**src/rtl/pipe_ctrl_pkg.sv**
```systemverilog
// pipe_ctrl_pkg -- shared definitions for the pipeline stall/flush controller.
// Holds the controller state encoding, the default multiply/divide freeze
// length and memory watchdog limit, and a small saturating-increment helper.
package pipe_ctrl_pkg;

  // Controller states; the encoding is visible on the state output.
  typedef enum logic [1:0] {
    ST_RUN      = 2'b00,
    ST_MEM_WAIT = 2'b01,
    ST_MD_BUSY  = 2'b10
  } state_e;

  // Frozen cycles per multiply/divide issue (legal 2..15).
  localparam int MD_CYCLES_DEF = 5;
  // MEM_WAIT cycles tolerated before the watchdog flag sets (legal 1..255).
  localparam int WDOG_DEF      = 255;

  // 8-bit increment that sticks at all-ones instead of wrapping.
  function automatic logic [7:0] sat_inc8(input logic [7:0] val);
    logic [7:0] res;
    if (val == 8'hFF) begin
      res = val;
    end else begin
      res = val + 8'd1;
    end
    return res;
  endfunction

endpackage

```
**src/rtl/pipe_ctrl_if.sv**
```systemverilog
// pipe_ctrl_if -- bundle of hazard inputs and pipeline control outputs.
//   Hazard side : hdu_stall, br_taken_d, md_start_e, dm_req_m, dm_ack
//   Control side: pc_en, fd_en, de_en, em_en, mw_en, fd_clr, de_clr, em_clr
//   Status      : state, stall_cnt, flush_cnt, wdog_err
// master = pipeline/environment side, slave = pipe_ctrl.
interface pipe_ctrl_if;
  import pipe_ctrl_pkg::*;

  logic        hdu_stall;
  logic        br_taken_d;
  logic        md_start_e;
  logic        dm_req_m;
  logic        dm_ack;

  logic        pc_en;
  logic        fd_en;
  logic        de_en;
  logic        em_en;
  logic        mw_en;
  logic        fd_clr;
  logic        de_clr;
  logic        em_clr;

  state_e      state;
  logic [15:0] stall_cnt;
  logic [15:0] flush_cnt;
  logic        wdog_err;

  modport master (
    output hdu_stall, br_taken_d, md_start_e, dm_req_m, dm_ack,
    input  pc_en, fd_en, de_en, em_en, mw_en, fd_clr, de_clr, em_clr,
    input  state, stall_cnt, flush_cnt, wdog_err
  );

  modport slave (
    input  hdu_stall, br_taken_d, md_start_e, dm_req_m, dm_ack,
    output pc_en, fd_en, de_en, em_en, mw_en, fd_clr, de_clr, em_clr,
    output state, stall_cnt, flush_cnt, wdog_err
  );

endinterface

```
**src/rtl/pipe_ctrl_sat_cnt16.sv**
```systemverilog
// sat_cnt16 -- 16-bit event counter that stops at 16'hFFFF.
//   clk   : clock
//   rst_n : asynchronous active-low clear
//   inc   : count this cycle
//   cnt   : registered count
module sat_cnt16 (
  input  logic        clk,
  input  logic        rst_n,
  input  logic        inc,
  output logic [15:0] cnt
);

  logic [15:0] cnt_r;

  // Count register: increments on inc, holds once saturated.
  always_ff @(posedge clk or negedge rst_n) begin
    if (!rst_n) begin
      cnt_r <= 16'h0000;
    end else if (inc && (cnt_r != 16'hFFFF)) begin
      cnt_r <= cnt_r + 16'd1;
    end else begin
      cnt_r <= cnt_r;
    end
  end

  assign cnt = cnt_r;

endmodule

```
**src/rtl/pipe_ctrl.sv**
```systemverilog
// pipe_ctrl -- 5-stage pipeline stall/flush controller.
//   clk, rst_n : clock, asynchronous active-low reset
//   bus        : pipe_ctrl_if.slave (hazard inputs, register enables/clears,
//                state, stall/flush statistics, memory watchdog flag)
// Enables and clears are combinational from state, the MD counter and the
// current inputs; state, counters and the watchdog flag are registered.
module pipe_ctrl
  import pipe_ctrl_pkg::*;
#(
  parameter int MD_CYCLES = MD_CYCLES_DEF,
  parameter int WDOG      = WDOG_DEF
) (
  input  logic       clk,
  input  logic       rst_n,
  pipe_ctrl_if.slave bus
);

  // The issue cycle is the first frozen cycle, so the counter covers the rest.
  localparam logic [3:0] MD_LOAD   = 4'(MD_CYCLES - 1);
  // Wait count value at the start of the WDOG-th MEM_WAIT cycle.
  localparam logic [7:0] WDOG_LAST = 8'(WDOG - 1);

  state_e      state_r;
  state_e      state_nxt_s;
  logic [3:0]  md_cnt_r;
  logic [3:0]  md_cnt_nxt_s;
  logic [7:0]  wait_cnt_r;
  logic [7:0]  wait_cnt_nxt_s;
  logic        wdog_err_r;
  logic        wdog_set_s;

  logic        pc_en_s;
  logic        fd_en_s;
  logic        de_en_s;
  logic        em_en_s;
  logic        mw_en_s;
  logic        fd_clr_s;
  logic        de_clr_s;
  logic        em_clr_s;

  // Control decode and next state; priority memory wait > MD > stall > branch.
  always_comb begin
    pc_en_s      = 1'b1;
    fd_en_s      = 1'b1;
    de_en_s      = 1'b1;
    em_en_s      = 1'b1;
    mw_en_s      = 1'b1;
    fd_clr_s     = 1'b0;
    de_clr_s     = 1'b0;
    em_clr_s     = 1'b0;
    state_nxt_s  = state_r;
    md_cnt_nxt_s = md_cnt_r;
    case (state_r)
      ST_RUN: begin
        if (bus.dm_req_m && !bus.dm_ack) begin
          pc_en_s     = 1'b0;
          fd_en_s     = 1'b0;
          de_en_s     = 1'b0;
          em_en_s     = 1'b0;
          mw_en_s     = 1'b0;
          state_nxt_s = ST_MEM_WAIT;
        end else if (bus.md_start_e) begin
          // Hold F/D/E, let older work drain through M/W behind a bubble.
          pc_en_s      = 1'b0;
          fd_en_s      = 1'b0;
          de_en_s      = 1'b0;
          em_clr_s     = 1'b1;
          md_cnt_nxt_s = MD_LOAD;
          state_nxt_s  = ST_MD_BUSY;
        end else if (bus.hdu_stall) begin
          // A stalled branch stays in D, so no flush this cycle.
          pc_en_s  = 1'b0;
          fd_en_s  = 1'b0;
          de_clr_s = 1'b1;
        end else if (bus.br_taken_d) begin
          fd_clr_s = 1'b1;
        end else begin
          state_nxt_s = ST_RUN;
        end
      end
      ST_MEM_WAIT: begin
        if (!bus.dm_ack) begin
          pc_en_s = 1'b0;
          fd_en_s = 1'b0;
          de_en_s = 1'b0;
          em_en_s = 1'b0;
          mw_en_s = 1'b0;
        end else begin
          state_nxt_s = ST_RUN;
        end
      end
      ST_MD_BUSY: begin
        if (md_cnt_r != 4'd0) begin
          pc_en_s      = 1'b0;
          fd_en_s      = 1'b0;
          de_en_s      = 1'b0;
          em_clr_s     = 1'b1;
          md_cnt_nxt_s = md_cnt_r - 4'd1;
        end else begin
          // Release cycle: md_start_e here belongs to the instruction just finishing.
          state_nxt_s = ST_RUN;
        end
      end
      default: begin
        state_nxt_s  = ST_RUN;
        md_cnt_nxt_s = 4'd0;
      end
    endcase
  end

  // Memory wait counter and watchdog trip detection.
  always_comb begin
    wait_cnt_nxt_s = wait_cnt_r;
    wdog_set_s     = 1'b0;
    if ((state_r == ST_RUN) && (state_nxt_s == ST_MEM_WAIT)) begin
      wait_cnt_nxt_s = 8'h00;
    end else if (state_r == ST_MEM_WAIT) begin
      wait_cnt_nxt_s = sat_inc8(wait_cnt_r);
    end else begin
      wait_cnt_nxt_s = wait_cnt_r;
    end
    // Trips as the count reaches WDOG with the access still outstanding.
    if ((state_r == ST_MEM_WAIT) && !bus.dm_ack && (wait_cnt_r == WDOG_LAST)) begin
      wdog_set_s = 1'b1;
    end else begin
      wdog_set_s = 1'b0;
    end
  end

  // State, MD counter, wait counter and sticky watchdog registers.
  always_ff @(posedge clk or negedge rst_n) begin
    if (!rst_n) begin
      state_r    <= ST_RUN;
      md_cnt_r   <= 4'd0;
      wait_cnt_r <= 8'h00;
      wdog_err_r <= 1'b0;
    end else begin
      state_r    <= state_nxt_s;
      md_cnt_r   <= md_cnt_nxt_s;
      wait_cnt_r <= wait_cnt_nxt_s;
      wdog_err_r <= wdog_err_r | wdog_set_s;
    end
  end

  sat_cnt16 u_stall_cnt (
    .clk   (clk),
    .rst_n (rst_n),
    .inc   (~pc_en_s),
    .cnt   (bus.stall_cnt)
  );

  sat_cnt16 u_flush_cnt (
    .clk   (clk),
    .rst_n (rst_n),
    .inc   (fd_clr_s),
    .cnt   (bus.flush_cnt)
  );

  assign bus.pc_en    = pc_en_s;
  assign bus.fd_en    = fd_en_s;
  assign bus.de_en    = de_en_s;
  assign bus.em_en    = em_en_s;
  assign bus.mw_en    = mw_en_s;
  assign bus.fd_clr   = fd_clr_s;
  assign bus.de_clr   = de_clr_s;
  assign bus.em_clr   = em_clr_s;
  assign bus.state    = state_r;
  assign bus.wdog_err = wdog_err_r;

endmodule

```
**src/flat_wrapper.sv**
```systemverilog
// flat-port wrapper written by rule: the top's interface ports become plain ports
module pipe_ctrl_flat import pipe_ctrl_pkg::*;
#(
  parameter int MD_CYCLES = MD_CYCLES_DEF,
  parameter int WDOG      = WDOG_DEF
)
  (clk, rst_n, bus_hdu_stall, bus_br_taken_d, bus_md_start_e, bus_dm_req_m, bus_dm_ack, bus_pc_en, bus_fd_en, bus_de_en, bus_em_en, bus_mw_en, bus_fd_clr, bus_de_clr, bus_em_clr, bus_state, bus_stall_cnt, bus_flush_cnt, bus_wdog_err);
  pipe_ctrl_if bus_i ();
  input  logic clk;
  input  logic rst_n;
  input wire logic [$bits(bus_i.hdu_stall)-1:0] bus_hdu_stall;
  input wire logic [$bits(bus_i.br_taken_d)-1:0] bus_br_taken_d;
  input wire logic [$bits(bus_i.md_start_e)-1:0] bus_md_start_e;
  input wire logic [$bits(bus_i.dm_req_m)-1:0] bus_dm_req_m;
  input wire logic [$bits(bus_i.dm_ack)-1:0] bus_dm_ack;
  output wire logic [$bits(bus_i.pc_en)-1:0] bus_pc_en;
  output wire logic [$bits(bus_i.fd_en)-1:0] bus_fd_en;
  output wire logic [$bits(bus_i.de_en)-1:0] bus_de_en;
  output wire logic [$bits(bus_i.em_en)-1:0] bus_em_en;
  output wire logic [$bits(bus_i.mw_en)-1:0] bus_mw_en;
  output wire logic [$bits(bus_i.fd_clr)-1:0] bus_fd_clr;
  output wire logic [$bits(bus_i.de_clr)-1:0] bus_de_clr;
  output wire logic [$bits(bus_i.em_clr)-1:0] bus_em_clr;
  output wire logic [$bits(bus_i.state)-1:0] bus_state;
  output wire logic [$bits(bus_i.stall_cnt)-1:0] bus_stall_cnt;
  output wire logic [$bits(bus_i.flush_cnt)-1:0] bus_flush_cnt;
  output wire logic [$bits(bus_i.wdog_err)-1:0] bus_wdog_err;
  assign bus_i.hdu_stall = bus_hdu_stall;
  assign bus_i.br_taken_d = bus_br_taken_d;
  assign bus_i.md_start_e = bus_md_start_e;
  assign bus_i.dm_req_m = bus_dm_req_m;
  assign bus_i.dm_ack = bus_dm_ack;
  assign bus_pc_en = bus_i.pc_en;
  assign bus_fd_en = bus_i.fd_en;
  assign bus_de_en = bus_i.de_en;
  assign bus_em_en = bus_i.em_en;
  assign bus_mw_en = bus_i.mw_en;
  assign bus_fd_clr = bus_i.fd_clr;
  assign bus_de_clr = bus_i.de_clr;
  assign bus_em_clr = bus_i.em_clr;
  assign bus_state = bus_i.state;
  assign bus_stall_cnt = bus_i.stall_cnt;
  assign bus_flush_cnt = bus_i.flush_cnt;
  assign bus_wdog_err = bus_i.wdog_err;
  pipe_ctrl #(.MD_CYCLES(MD_CYCLES), .WDOG(WDOG)) u_core (.clk(clk), .rst_n(rst_n), .bus(bus_i));
endmodule
```
**config.mk**
```make
export PLATFORM = sky130hd
export DESIGN_NAME = pipe_ctrl_flat
export DESIGN_NICKNAME = d
export VERILOG_FILES = /design/src/rtl/pipe_ctrl_pkg.sv /design/src/rtl/pipe_ctrl_if.sv /design/src/rtl/pipe_ctrl_sat_cnt16.sv /design/src/rtl/pipe_ctrl.sv /design/src/flat_wrapper.sv
export SDC_FILE = /design/constraint.sdc
export NUM_CORES = 1
export LEC_CHECK = 0
export ABC_CLOCK_PERIOD_IN_PS = 4600
export CAP_MARGIN = 20
export CELL_PAD_IN_SITES_DETAIL_PLACEMENT = 2
export CELL_PAD_IN_SITES_GLOBAL_PLACEMENT = 2
export CORE_UTILIZATION = 34
export DETAILED_ROUTE_END_ITERATION = 10
export PLACE_DENSITY_LB_ADDON = 0.15
export RECOVER_POWER = 25
export SLEW_MARGIN = 25
export SYNTH_ARGS = -nofsm -noshare
export SYNTH_HDL_FRONTEND = slang
export SYNTH_SLANG_ARGS = --single-unit
```
**constraint.sdc**
```tcl
create_clock -name clk -period 4.6 [get_ports clk]
set_input_delay 1.38 -clock clk [delete_from_list [all_inputs] [get_ports clk]]
set_output_delay 1.38 -clock clk [all_outputs]
set_load 0.03 [all_outputs]
```
==> results.toml <==
[outcome]
status = "finished with violations"
violations = "capacitance limit, slew limit"

[final_layout]
final_cell_area_sq_um = 3095
nNetsFinal = 308
antenna_cells = 0
num-fill-cells = 758
final_cell_count_no_fill = 392
drive_above_1_share_pct = 7.095
syn_to_final_growth_pct = 28.79

[placed_design]
globalplace.congestion = 0.7379
placed_area_sq_um = 3017
place_ws_ns = 0.1294
placed_cells = 384
io_buffers = 49
detailed_place_hpwl_um = 4717

[yosys]
synth-seq-area-share_pct = 48.93
synth_edf_count = 0
syn_nets = 251
yosys_warnings = 0
synthesis.area_sq_um = 2404
postSynth.asyncResetShare_pct = 100.0
synth-main-ff-cell = "dfrtp_1"
avgSynthCellArea_sq_um = 10.10
netlist_instances = 238
synth_seq_cells = 47
ys_types = 38

[min_path]
whs_path_depth = 1
holdPathEnd = "u_core.bus.wdog_err$_DFF_PN0_"
hold_start = "u_core.bus.wdog_err$_DFF_PN0_"
hold_class = "flip-flop to flip-flop"

[critical_path]
cp-start-kind = "primary input"
worstPathCellList = "clkdlybuf4s50_1, nand2b_1, nand3_1, inv_1, clkdlybuf4s50_1"
critPathBufInv = 3
cp_max_fo = 5
r2r_slack_ns = 2.45
critical_path.top_delay_family = "buffers and inverters"
cp_common_cell = "clkdlybuf4s50_1"
r2r_end = "u_core.u_flush_cnt.cnt[13]$_DFFE_PN0P_"
r2r_cells = 6
path_class = "primary input to output pin"
required_ns = 3.22
end_kind = "output pin"
r2r-start = "u_core.bus.state[1]$_DFF_PN0_"
slowest_delay_ns = 0.69
cp_slowest_cell = "clkdlybuf4s50_1"
crit_arrival_ns = 3.08

[timing]
hold_viol = 0
max_freq_ghz = 0.2244
worst_slew_pin_slew_ns = 1.607
finalMaxSlewViolations = 30
fin_crit_ns = 4.457
rsz0062_at_grt = "false"
setup_tns_ns = 0
final.setup.worst_slack_ns = 0.1428
worst_slew_margin_rel_pct = -7.111
setup_viol = 0
fin_crit_sh_pct = 96.89
skew_ns = 0.008498
whs_ns = 0.4920

[pwr]
power_density_nw_per_um2 = 481.2
ir_drop_uv = 280.3
p_leak_uw = 0.001308

[clocking]
cts_repair_resize_count = 0
path_clk_slew_ns = 0.09
cts_tree = "built"
hold_buffers = 0
numCtsBuffers = 5
postCtsSetupRepairBufs = 0
clk_latency_ns = 0.30
h-tree-depth = 2
clk_root_buffer_cell = "clkbuf_8"
clock-sinks = 47
cts_buffer_depth = 2

[global_routing]
grt_pass1_vias = 2142
grt_pass1_wl_um = 10790
grt_max_degree = 30
antenna_found_initial = 0
grt_overflow = 0
grt_use_total_pct = 18.60

[die]
start_util_pct = 35.38
core_area_sq_um = 6794
num_rows = 30
die_w_um = 86.08
ios = 50
die_area_sq_um = 7410
fp.dieH_um = 86.08

[detailed_routing]
ant_nets = 0
initialDrtViolationCount = 60
avgViaCountPerCell = 5.117
dr.pass1.iters = 4
vias = 2006
wl_per_cell_um = 15.79
routed_wl_um = 6189
drc_errors = 0

[job]
cap_violations = 1
-- worst max path at each step --
stage / start / end / depth (start not counted)
2_1_floorplan: bus_dm_req_m / bus_mw_en / 2
3_3_place_gp: bus_dm_ack / bus_fd_en / 5
3_5_place_dp: bus_dm_ack / bus_fd_clr / 5
4_1_cts: bus_dm_ack / bus_fd_clr / 5
5_1_grt: bus_dm_ack / bus_fd_clr / 5
6_report: bus_dm_ack / bus_fd_clr / 5
-- metrics by stage --
stage,util (%),total power [uW]
floorplan,-,1012
global placement,44.40,1236
detailed placement,44.40,1258
CTS,45.64,1515
global route,45.56,1595
finish,45.56,1490
-- final cells by class --
type	instances	area, sq um	area share (%)
clock buffer	5	68.82	2.223
clock inverter	3	15.01	0.4850
inverter	8	30.03	0.9701
multi-input combinational	178	1162	37.55
sequential	47	1176	38.00
tap	96	120.1	3.880
timing repair buffer	55	523.0	16.90
-- cells in the mapped netlist (2+ instances only) --
cell type / n / share of area [%]
a21oi_1: 7 / 1.5
a31oi_1: 3 / 0.78
and3_1: 7 / 1.8
and4_1: 6 / 2.2
buf_4: 2 / 0.62
dfrtp_1: 47 / 49
ha_1: 6 / 3.1
inv_1: 8 / 1.2
mux2_2: 3 / 1.4
nand2_1: 26 / 4.1
nand2b_1: 5 / 1.3
nand3_1: 17 / 3.5
nand3b_1: 4 / 1.2
nand4_1: 9 / 2.3
nor2_1: 22 / 3.4
nor3_1: 4 / 0.83
nor3b_1: 3 / 0.94
o21ai_0: 6 / 1.2
or4_1: 2 / 0.62
xnor2_1: 24 / 8.7
xor2_1: 10 / 3.6
-- worst register-to-register path, delay by kind of cell, from the launching register on --
kind                      cells  cell delay (ns)
and+or+nand+nor               3             0.70
DFF                           1             0.53
AOI/OAI and AO/OA             1             0.46
buffers and inverters         1             0.17
xor gates and xnor gates      1             0.17
-- routing by layer --
layer | vias up | global-route usage [%] | wire length [um]
li1 | 942 | - | -
met5 | - | 0 | 0
met1 | 1019 | 23.89 | 2855
met4 | 0 | 6.212 | 92
met2 | 36 | 31.82 | 3027
met3 | 9 | 2.984 | 213
-- state kept, by name, summed over array words and instances, names as in the netlist --
signal and flops:
u_core.u_stall_cnt.cnt 16, u_core.md_cnt_r 4, u_core.bus.state 2, u_core.wait_cnt_r 8
u_core.u_flush_cnt.cnt 16, u_core.bus.wdog_err 1
-- power by group --
part,internal [uW],switching [uW],leakage [uW],total [uW]
sequential,493,121,0.000627,614
combinational,275,351,0.000633,626
clock,104,145,0.0000477,250
-- logic make-up after synthesis --
kind of cell / synth area share, %
XOR/XNOR: 12.39
buffers and inverters: 2.706
adder cells (fa/ha/maj): 3.123
AO/OA/AOI/OAI: 7.184
flip-flops: 48.93
AND/OR/NAND/NOR: 23.63
multiplexers: 2.030
-- placed cells by master (no fill, tap or decap), types with 2 or more instances in the layout --
| cell | instances |
|---|---|
| a21oi_1 | 7 |
| a31oi_1 | 3 |
| and3_1 | 7 |
| and4_1 | 6 |
| buf_4 | 6 |
| clkbuf_1 | 2 |
| clkbuf_8 | 5 |
| clkdlybuf4s50_1 | 47 |
| clkinv_2 | 3 |
| dfrtp_1 | 47 |
| ha_1 | 6 |
| inv_1 | 8 |
| mux2_2 | 3 |
| nand2_1 | 26 |
| nand2b_1 | 5 |
| nand3_1 | 17 |
| nand3b_1 | 4 |
| nand4_1 | 9 |
| nor2_1 | 22 |
| nor3_1 | 4 |
| nor3b_1 | 3 |
| o21ai_0 | 6 |
| or4_1 | 2 |
| xnor2_1 | 24 |
| xor2_1 | 10 |
(Power assumes the default switching activity.)
